## config.mk

```make
export PLATFORM = sky130hd
export DESIGN_NAME = hazard_ctrl
export DESIGN_NICKNAME = d
export VERILOG_FILES = /design/src/rtl/hazard_ctrl.sv
export SDC_FILE = /design/constraint.sdc
export NUM_CORES = 1
export LEC_CHECK = 0
export ABC_AREA = 1
export BUFFER_PORTS_ARGS = -buffer_cell sky130_fd_sc_hd__buf_2
export CAP_MARGIN = 25
export CORE_MARGIN = 2
export CORE_UTILIZATION = 54
export CTS_CLUSTER_DIAMETER = 60
export DETAILED_ROUTE_END_ITERATION = 16
export PLACE_DENSITY = 0.81
export SYNTH_ARGS = -nofsm -noshare
export SYNTH_HDL_FRONTEND = slang
export SYNTH_SLANG_ARGS = --single-unit
```

## constraint.sdc

```tcl
create_clock -name clk -period 2.65 [get_ports clk]
set_clock_uncertainty 0.2 [all_clocks]
set_input_delay 0.53 -clock clk [delete_from_list [all_inputs] [get_ports clk]]
set_output_delay 0.53 -clock clk [all_outputs]
set_load 0.1 [all_outputs]
```

## src/rtl/hazard_ctrl.sv

```systemverilog
// hazard_ctrl
// Pipeline hazard controller. Produces the stall/flush controls for the PC,
// the IF/ID register and the ID/EX register. It covers four cases:
//   - load-use hazards
//   - jr/jalr reading a register that is still being produced in EX
//   - taken branches resolved in EX
//   - jumps decoded in ID
// A two-state FSM supplies the second stall cycle of a jr that follows a
// load. Two saturating counters record stall cycles and flush cycles for
// performance debug.
//
// Ports
//   clk, reset        rising-edge clock; asynchronous active-low reset
//   id_rs/id_rt       source registers of the instruction in ID
//   id_uses_rt        ID instruction actually reads Rt
//   id_jump, id_jr    ID instruction is a jump / a register-target jump
//   ex_memrd          EX instruction is a load
//   ex_regwr          EX instruction writes ex_dst
//   ex_dst            final destination register of the EX instruction
//   ex_branch_taken   branch in EX resolved taken this cycle
//   cnt_clr           synchronous clear of both counters
//   pc_stall          hold PC
//   ifid_stall        hold IF/ID (always equal to pc_stall)
//   ifid_flush        zero IF/ID
//   idex_flush        bubble into ID/EX
//   stall_cnt         saturating count of cycles with pc_stall
//   flush_cnt         saturating count of cycles with either flush
//
// State table
//   state    | meaning
//   RUN      | normal operation; hazards resolved combinationally
//   JR_WAIT  | second stall cycle of jr-after-load (load data leaves MEM)

module hazard_ctrl #(
  parameter int CNT_W = 16,
  parameter int REG_W = 5
) (
  input  logic             clk,
  input  logic             reset,
  input  logic [REG_W-1:0] id_rs,
  input  logic [REG_W-1:0] id_rt,
  input  logic             id_uses_rt,
  input  logic             id_jump,
  input  logic             id_jr,
  input  logic             ex_memrd,
  input  logic             ex_regwr,
  input  logic [REG_W-1:0] ex_dst,
  input  logic             ex_branch_taken,
  input  logic             cnt_clr,
  output logic             pc_stall,
  output logic             ifid_stall,
  output logic             ifid_flush,
  output logic             idex_flush,
  output logic [CNT_W-1:0] stall_cnt,
  output logic [CNT_W-1:0] flush_cnt
);

  typedef enum logic [0:0] {
    ST_RUN     = 1'b0,
    ST_JR_WAIT = 1'b1
  } state_t;

  localparam logic [CNT_W-1:0] CNT_ONE = {{(CNT_W-1){1'b0}}, 1'b1};
  localparam logic [CNT_W-1:0] CNT_MAX = {CNT_W{1'b1}};

  state_t           state_q, state_d;
  logic [CNT_W-1:0] stall_cnt_q, stall_cnt_d;
  logic [CNT_W-1:0] flush_cnt_q, flush_cnt_d;

  logic dst_nz;
  logic hz_lu;
  logic hz_jr;
  logic stall_c;
  logic ifid_flush_c;
  logic idex_flush_c;

  // Register 0 is hardwired, so a write to it never creates a dependency.
  always_comb begin
    dst_nz = (ex_dst != '0);
    hz_lu  = ex_memrd & dst_nz &
             ((ex_dst == id_rs) | (id_uses_rt & (ex_dst == id_rt)));
    hz_jr  = id_jr & ex_regwr & dst_nz & (ex_dst == id_rs);
  end

  // Next state and Mealy outputs. Outputs stay 0 while reset is asserted,
  // so they drop at once when reset hits, even mid-JR_WAIT.
  always_comb begin
    state_d      = ST_RUN;
    stall_c      = 1'b0;
    ifid_flush_c = 1'b0;
    idex_flush_c = 1'b0;

    if (reset) begin
      if (ex_branch_taken) begin
        // Wrong-path instructions in IF and ID die. A pending jr wait dies with them.
        ifid_flush_c = 1'b1;
        idex_flush_c = 1'b1;
      end else if (state_q == ST_JR_WAIT) begin
        stall_c      = 1'b1;
        idex_flush_c = 1'b1;
      end else if (hz_jr && ex_memrd) begin
        // jr reads its target in ID, so it cannot use EX forwarding.
        // Wait until the load data leaves MEM.
        stall_c      = 1'b1;
        idex_flush_c = 1'b1;
        state_d      = ST_JR_WAIT;
      end else if (hz_lu || hz_jr) begin
        stall_c      = 1'b1;
        idex_flush_c = 1'b1;
      end else if (id_jump) begin
        ifid_flush_c = 1'b1;
      end
    end
  end

  // Counters are driven from the same-cycle outputs. Clear wins over increment.
  always_comb begin
    stall_cnt_d = stall_cnt_q;
    flush_cnt_d = flush_cnt_q;
    if (cnt_clr) begin
      stall_cnt_d = '0;
      flush_cnt_d = '0;
    end else begin
      if (stall_c && (stall_cnt_q != CNT_MAX)) begin
        stall_cnt_d = stall_cnt_q + CNT_ONE;
      end
      if ((ifid_flush_c || idex_flush_c) && (flush_cnt_q != CNT_MAX)) begin
        flush_cnt_d = flush_cnt_q + CNT_ONE;
      end
    end
  end

  always_ff @(posedge clk or negedge reset) begin
    if (!reset) begin
      state_q     <= ST_RUN;
      stall_cnt_q <= '0;
      flush_cnt_q <= '0;
    end else begin
      state_q     <= state_d;
      stall_cnt_q <= stall_cnt_d;
      flush_cnt_q <= flush_cnt_d;
    end
  end

  assign pc_stall   = stall_c;
  assign ifid_stall = stall_c;
  assign ifid_flush = ifid_flush_c;
  assign idex_flush = idex_flush_c;
  assign stall_cnt  = stall_cnt_q;
  assign flush_cnt  = flush_cnt_q;

endmodule
```

==> results of run 1 <==
## critical path: stages
cell and delay, ns:
dlygate4sd3_1 0.52, buf_2 0.31, nand3_4 0.15, clkinvlp_4 0.14, buf_12 0.18
## sequential cells by signal, indices dropped and copies added, names as in the netlist
signal,cells
stall_cnt,16
flush_cnt,16
state_q,1
## cell families after synthesis
kind of cell | after synthesis
flip-flops | 33
XOR/XNOR | 27
AND/OR/NAND/NOR | 200
buffers and inverters | 70
AO/OA/AOI/OAI | 18
adder cells (fa/ha/maj) | 2
## metal layers
metal	GRT usage	part of all wire
met4	0.0881	0.018
met5	0	0
met3	0.0380	0.041
met2	0.398	0.50
met1	0.296	0.44
## report_power, final
group          switching [uW]  leakage, uW  internal, uW  total, uW
Clock                     179    0.0000542           235        414
Sequential               5.62     0.000457           508        514
Combinational             133      0.00109          50.2        183
Total                     317      0.00161           793       1110
## stage by stage
stage                     TNS, ns  worst slack (ns)  instance area (sq um)  hold WS [ns]  power, uW
after floorplan           -0.0437           -0.0437                   2450        0.0344        647
after detailed placement        0             0.213                   2830         0.243        705
after CTS                       0            0.0634                   2940         0.251       1120
after global placement          0             0.257                   2830         0.239        703
after global routing            0           0.00531                   2940         0.252       1160
final                           0            0.0871                   2940         0.251       1110
## layout make-up
class                      count  area share
clock buffer                   7      0.0328
multi-input combinational    247       0.453
sequential                    33       0.282
inverter                      59      0.0767
timing repair buffer          63       0.132
clock inverter                 1     0.00170
tap                           52      0.0221
## cell usage after synthesis, drive strengths merged
master,number
nor4,6
clkbuf,2
nor3,9
buf,9
ha,2
nand3,38
nor2,38
xnor2,2
o21ai,18
dfrtp,33
inv,59
nand4,23
nand2,86
xor2,25
## path summary, 6_finish.rpt
| path | depth (start not counted) | end | from |
|---|---|---|---|
| setup / recovery | 5 | pc_stall | reset |
| hold / removal | 1 | state_q | state_q |
| setup reg to reg | 9 | flush_cnt[12] | flush_cnt[0] |
| hold reg to reg | 1 | state_q | state_q |
| max in group asynchronous | 3 | flush_cnt[1] | reset |
| min in group asynchronous | 2 | flush_cnt[4] | reset |
## repair_timing
item,4_1_cts,5_1_grt
hold buffers,1,0
endpoints found under the setup margin,0,0
hold endpoints to repair,9,0
==> metrics.md, run 1 <==
| Metric | Value |
|---|---|
| 1st-iter DRT viols | `160` |
| HPWL after DPL | `4140 microns` |
| Worst-Skew Late Latency | `about 0.28 ns` |
| Register Area | `828 sq um` |
| Die H | `71.3 microns` |
| Final Util | `0.675` |
| Syn avg cell area | `7.00 sq um` |
| Power per cell area | `around 380 nW/um^2` |
| Cells after synthesis | `350` |
| Final Hold Vio Count | `0` |
| Multi-input gate area | `about 1300 sq um` |
| Compound-gate portion of the synthesized area | `0.0491` |
| Overflow after GRT | `0` |
| Vias per cell | `roughly 5.2` |
| Final period util | `0.967` |
| IO buf count | `59` |
| Largest net degree at the start of global routing | `38` |
| Post-CTS setup buffer count | `0` |
| Syn_nets | `376` |
| Gpl congestion | `0.912` |
| Setup CP Type | `input port to output port` |
| I/O Pins | `60` |
| Antenna diodes | `0` |
| Area delta synth->final | `20.0%` |
| Crit path time final | `2.56 ns` |
| Setup Viol. Count Final | `0` |
| Share of the synthesized area in the top cell type | `0.337` |
| Library cells used by synthesis | `27` |
| #FFs+latches synth | `33` |
| Status | `completed` |
| CTS tree | `done` |
| Warnings from Yosys | `0` |
| NumNets Final | `between 400 and 500` |
| Flop-to-flop setup slack | `approximately 0.32 ns` |
| Clock Path Buffers | `2` |
| Final std cells w/o fill | `462` |
| Simple-gate area share of the yosys netlist | `0.387` |
| Num Clock Sinks | `33` |
| Worst Tran Pin Value | `0.508 ns` |
| Inst Count DP | `453` |
| Relative slew slack | `0.660` |
| Sequential element share of the synthesized area | `0.337` |
| TritonCTS Buffers | `5` |
| Number of max-cap violations | `0` |
| Initial antenna violation count | `0` |
| XOR/XNOR Fraction of Synth Area | `0.0966` |
| Max Freq | `390 MHz` |
| Post-synthesis adder-cell area fraction | `0.0102` |
| Core Area | `4350 sq um` |
| CP Capture Type | `output port` |
| Post-CTS Resized | `0` |
| CTS Root Cell | `clkbuf_8` |
| Vias in the first global route | `~2,200` |
| Fillers | `399` |
| Most common cell after layout, fill and taps aside | `nand2_1` |
| Unrepaired setup endpoints after global routing | `no` |
| Share of layout cells above drive strength 1 | `0.237` |
| First-pass GRT wire length | `9720 microns` |
| Area leader, netlist | `dfrtp_1` |
| Worst-path clk slew | `0.07 ns` |
| H-tree depth | `2` |
| Total track usage | `0.233` |
| Startpoint Class | `input port` |
| Largest family of logic cells by synthesized area | `simple AND/OR/NAND/NOR gates` |
| Standard-cell rows | `24` |
| Peak supply drop | `approximately 0.27 mV` |
| DR vias | `roughly 2,400` |
| Mux cell area share after synthesis | `0` |
| Die X | `approximately 71 microns` |
| CP Max Fanout | `13` |
| Starting density of the core | `0.562` |
| Routed length per placed instance | `12.0 microns` |
| Most frequent cells in the layout | `nand2_1, buf_2, inv_1` |
| Hold/Removal Path Class | `register to register` |
| Routed Antenna Nets | `0` |
| Mapped Area | `about 2400 sq um` |
| P_leak | `approximately 0.0016 uW` |
| Synth top area cells | `dfrtp_1, nand2_1, xor2_1` |
| DRT Pass-1 Iters | `4` |
| DRC viols | `0` |
| Worst EP arrival | `1.83 ns` |
| Detailed Route WL | `5560 microns` |
| Die area | `5090 sq um` |
| Final Max Slew Viols | `0` |
| CP required | `1.92 ns` |
Note: power is estimated with default switching activity, not from simulation.
==> run 2, diff against run 1 <==
==> constraint.sdc (replaced) <==
create_clock -name clk -period 2.8 [get_ports clk]
set_clock_uncertainty 0.2 [all_clocks]
set_input_delay 0.56 -clock clk [delete_from_list [all_inputs] [get_ports clk]]
set_output_delay 0.56 -clock clk [all_outputs]
set_load 0.1 [all_outputs]
==> metrics.md, run 2 (synthesis gave the netlist of run 1 again) <==
| Metric | Value |
|---|---|
| Vias in the first global route | `2,354 (was 2,198)` |
| Power per cell area | `383 nW/um^2 (was 378 nW/um^2)` |
| Routed Antenna Nets | `0 (unchanged)` |
| Final std cells w/o fill | `462 (unchanged)` |
| Most frequent cells in the layout | `nand2_1, buf_2, inv_1 (unchanged)` |
| Final period util | `0.936` |
| Share of layout cells above drive strength 1 | `0.229 (was 0.237)` |
| Area of placed instances | `2820 sq um (was 2830 sq um)` |
| I/O Pins | `60 (unchanged)` |
| Area delta synth->final | `20.5% (was 20.0%)` |
| Core Area | `4350 sq um (unchanged)` |
| Inst Count DP | `453 (unchanged)` |
| DR vias | `2,407 (was 2,408)` |
| CTS Root Cell | `clkbuf_8 (unchanged)` |
| First-pass GRT wire length | `10,100 microns (was 9720 microns)` |
| Worst Tran Pin Value | `0.485 ns (was 0.508 ns)` |
| Crit path time final | `2.62 ns` |
| Slowest Stage Delay on Critical Path | `0.52 ns (about the same)` |
| Worst EP arrival | `1.86 ns (was 1.83 ns)` |
| Post-CTS setup buffer count | `0 (unchanged)` |
| Total track usage | `0.243 (was 0.233)` |
| Starting density of the core | `0.562 (unchanged)` |
| Setup_tns | `0 ns (unchanged)` |
| Peak supply drop | `0.251 mV (was 0.269 mV)` |
| CP Max Fanout | `14 (was 13)` |
| Vias per cell | `5.21 (about the same)` |
| Hold/Removal Path Class | `register to register (unchanged)` |
| WP buf/inv | `4 (unchanged)` |
| Detailed Route WL | `5720 microns (was 5560 microns)` |
| Num Clock Sinks | `33 (unchanged)` |
| IO buf count | `59 (unchanged)` |
| Final Instance Area | `2950 sq um (was 2940 sq um)` |
| Startpoint Class | `input port (unchanged)` |
| CP cell instances | `dlygate4sd3_1, buf_2, nand3_4, clkinvlp_4, buf_12 (unchanged)` |
| CTS tree | `done (unchanged)` |
| Initial antenna violation count | `0 (unchanged)` |
| Largest net degree at the start of global routing | `38 (unchanged)` |
| Slowest CP cell | `dlygate4sd3_1 (unchanged)` |
| 1st-iter DRT viols | `130 (was 160)` |
| Routed length per placed instance | `12.4 microns (was 12.0 microns)` |
| Unrepaired setup endpoints after global routing | `no (unchanged)` |
| Most common cell after layout, fill and taps aside | `nand2_1 (unchanged)` |
| Setup CP Type | `input port to output port (unchanged)` |
| DRC viols | `0 (unchanged)` |
| H-tree depth | `2 (unchanged)` |
| Number of max-cap violations | `0 (unchanged)` |
| CTS Hold Bufs | `1 (unchanged)` |
| Setup Viol. Count Final | `0 (unchanged)` |
| Die area | `5090 sq um (unchanged)` |
| Gpl congestion | `0.909 (was 0.912)` |
| Overflow after GRT | `0 (unchanged)` |
| Clock Path Buffers | `2 (unchanged)` |
| Status | `completed (unchanged)` |
| CP Capture Type | `output port (unchanged)` |
| Die H | `71.3 microns (unchanged)` |
| Final Hold Vio Count | `0 (unchanged)` |
| Antenna diodes | `0 (unchanged)` |
| Die X | `71.3 microns (unchanged)` |
| CP required | `2.04 ns (was 1.92 ns)` |
| Worst-path clk slew | `0.06 ns (was 0.07 ns)` |
| TritonCTS Buffers | `5 (unchanged)` |
| Post-CTS Resized | `0 (unchanged)` |
| HPWL after DPL | `4200 microns (was 4140 microns)` |
| Final Max Slew Viols | `0 (unchanged)` |
| P_leak | `0.00161 uW (about the same)` |
| Family with the most delay on the worst path | `buffers and inverters (unchanged)` |
| Max Freq | `382 MHz` |
| Standard-cell rows | `24 (unchanged)` |
| NumNets Final | `435 (unchanged)` |
| Worst-Skew Late Latency | `0.29 ns (was 0.28 ns)` |
| DRT Pass-1 Iters | `4 (unchanged)` |
| Relative slew slack | `0.676 (was 0.660)` |
[run 2: worst register-to-register path, cell delays in order, from the launching register on]
cell and delay, ns:
dfrtp_1 0.45, ha_1 0.26, nand2_1 0.13, nor2_4 0.16
nand3_1 0.08, nor2_1 0.14, nand4_2 0.40, nand2_4 0.37
nand3_1 0.13, nand2_1 0.09
[run 2: final timing paths]
check | startpoint | endpoint | slack, ns | depth (start not counted)
setup / recovery | reset | pc_stall | 0.18 | 5
hold / removal | state_q | state_q | 0.26 | 1
setup reg to reg | flush_cnt[0] | flush_cnt[2] | 0.33 | 9
hold reg to reg | state_q | state_q | 0.26 | 1
min in group asynchronous | reset | flush_cnt[3] | 0.49 | 2
max in group asynchronous | reset | flush_cnt[15] | 1.26 | 3
[run 2: layout make-up]
type / instances / area [sq um]
timing repair buffer: 63 / 388
multi-input combinational: 247 / 1330
clock inverter: 1 / 30.0
clock buffer: 7 / 86.3
fill: 385 / 1400
sequential: 33 / 826
inverter: 59 / 225
tap: 52 / 65.1
[run 2: per-stage QoR]
step | util | hold WS, ns | power [uW] | worst slack (ns)
3_5_place_dp | 0.649 | 0.253 | 667 | 0.294
6_report | 0.678 | 0.260 | 1130 | 0.180
3_3_place_gp | 0.649 | 0.243 | 665 | 0.345
5_1_grt | 0.678 | 0.272 | 1170 | 0.0654
2_1_floorplan | - | 0.0644 | 611 | 0.0463
4_1_cts | 0.678 | 0.261 | 1140 | 0.144
[run 2: power by group]
| part | switching [uW] | internal, uW | total (uW) |
|---|---|---|---|
| Combinational | 126 | 47.5 | 173 |
| Sequential | 5.98 | 480 | 486 |
| Clock | 179 | 290 | 469 |
| Total | 311 | 818 | 1130 |
[run 2: layer usage]
layer	track usage	part of all wire	wire (microns)	vias up
met5	0	0	0	-
met2	0.424	0.50	2860	55
li1	-	-	-	1234
met3	0.0450	0.038	219	13
met4	0.0943	0.017	97	0
met1	0.296	0.44	2540	1105
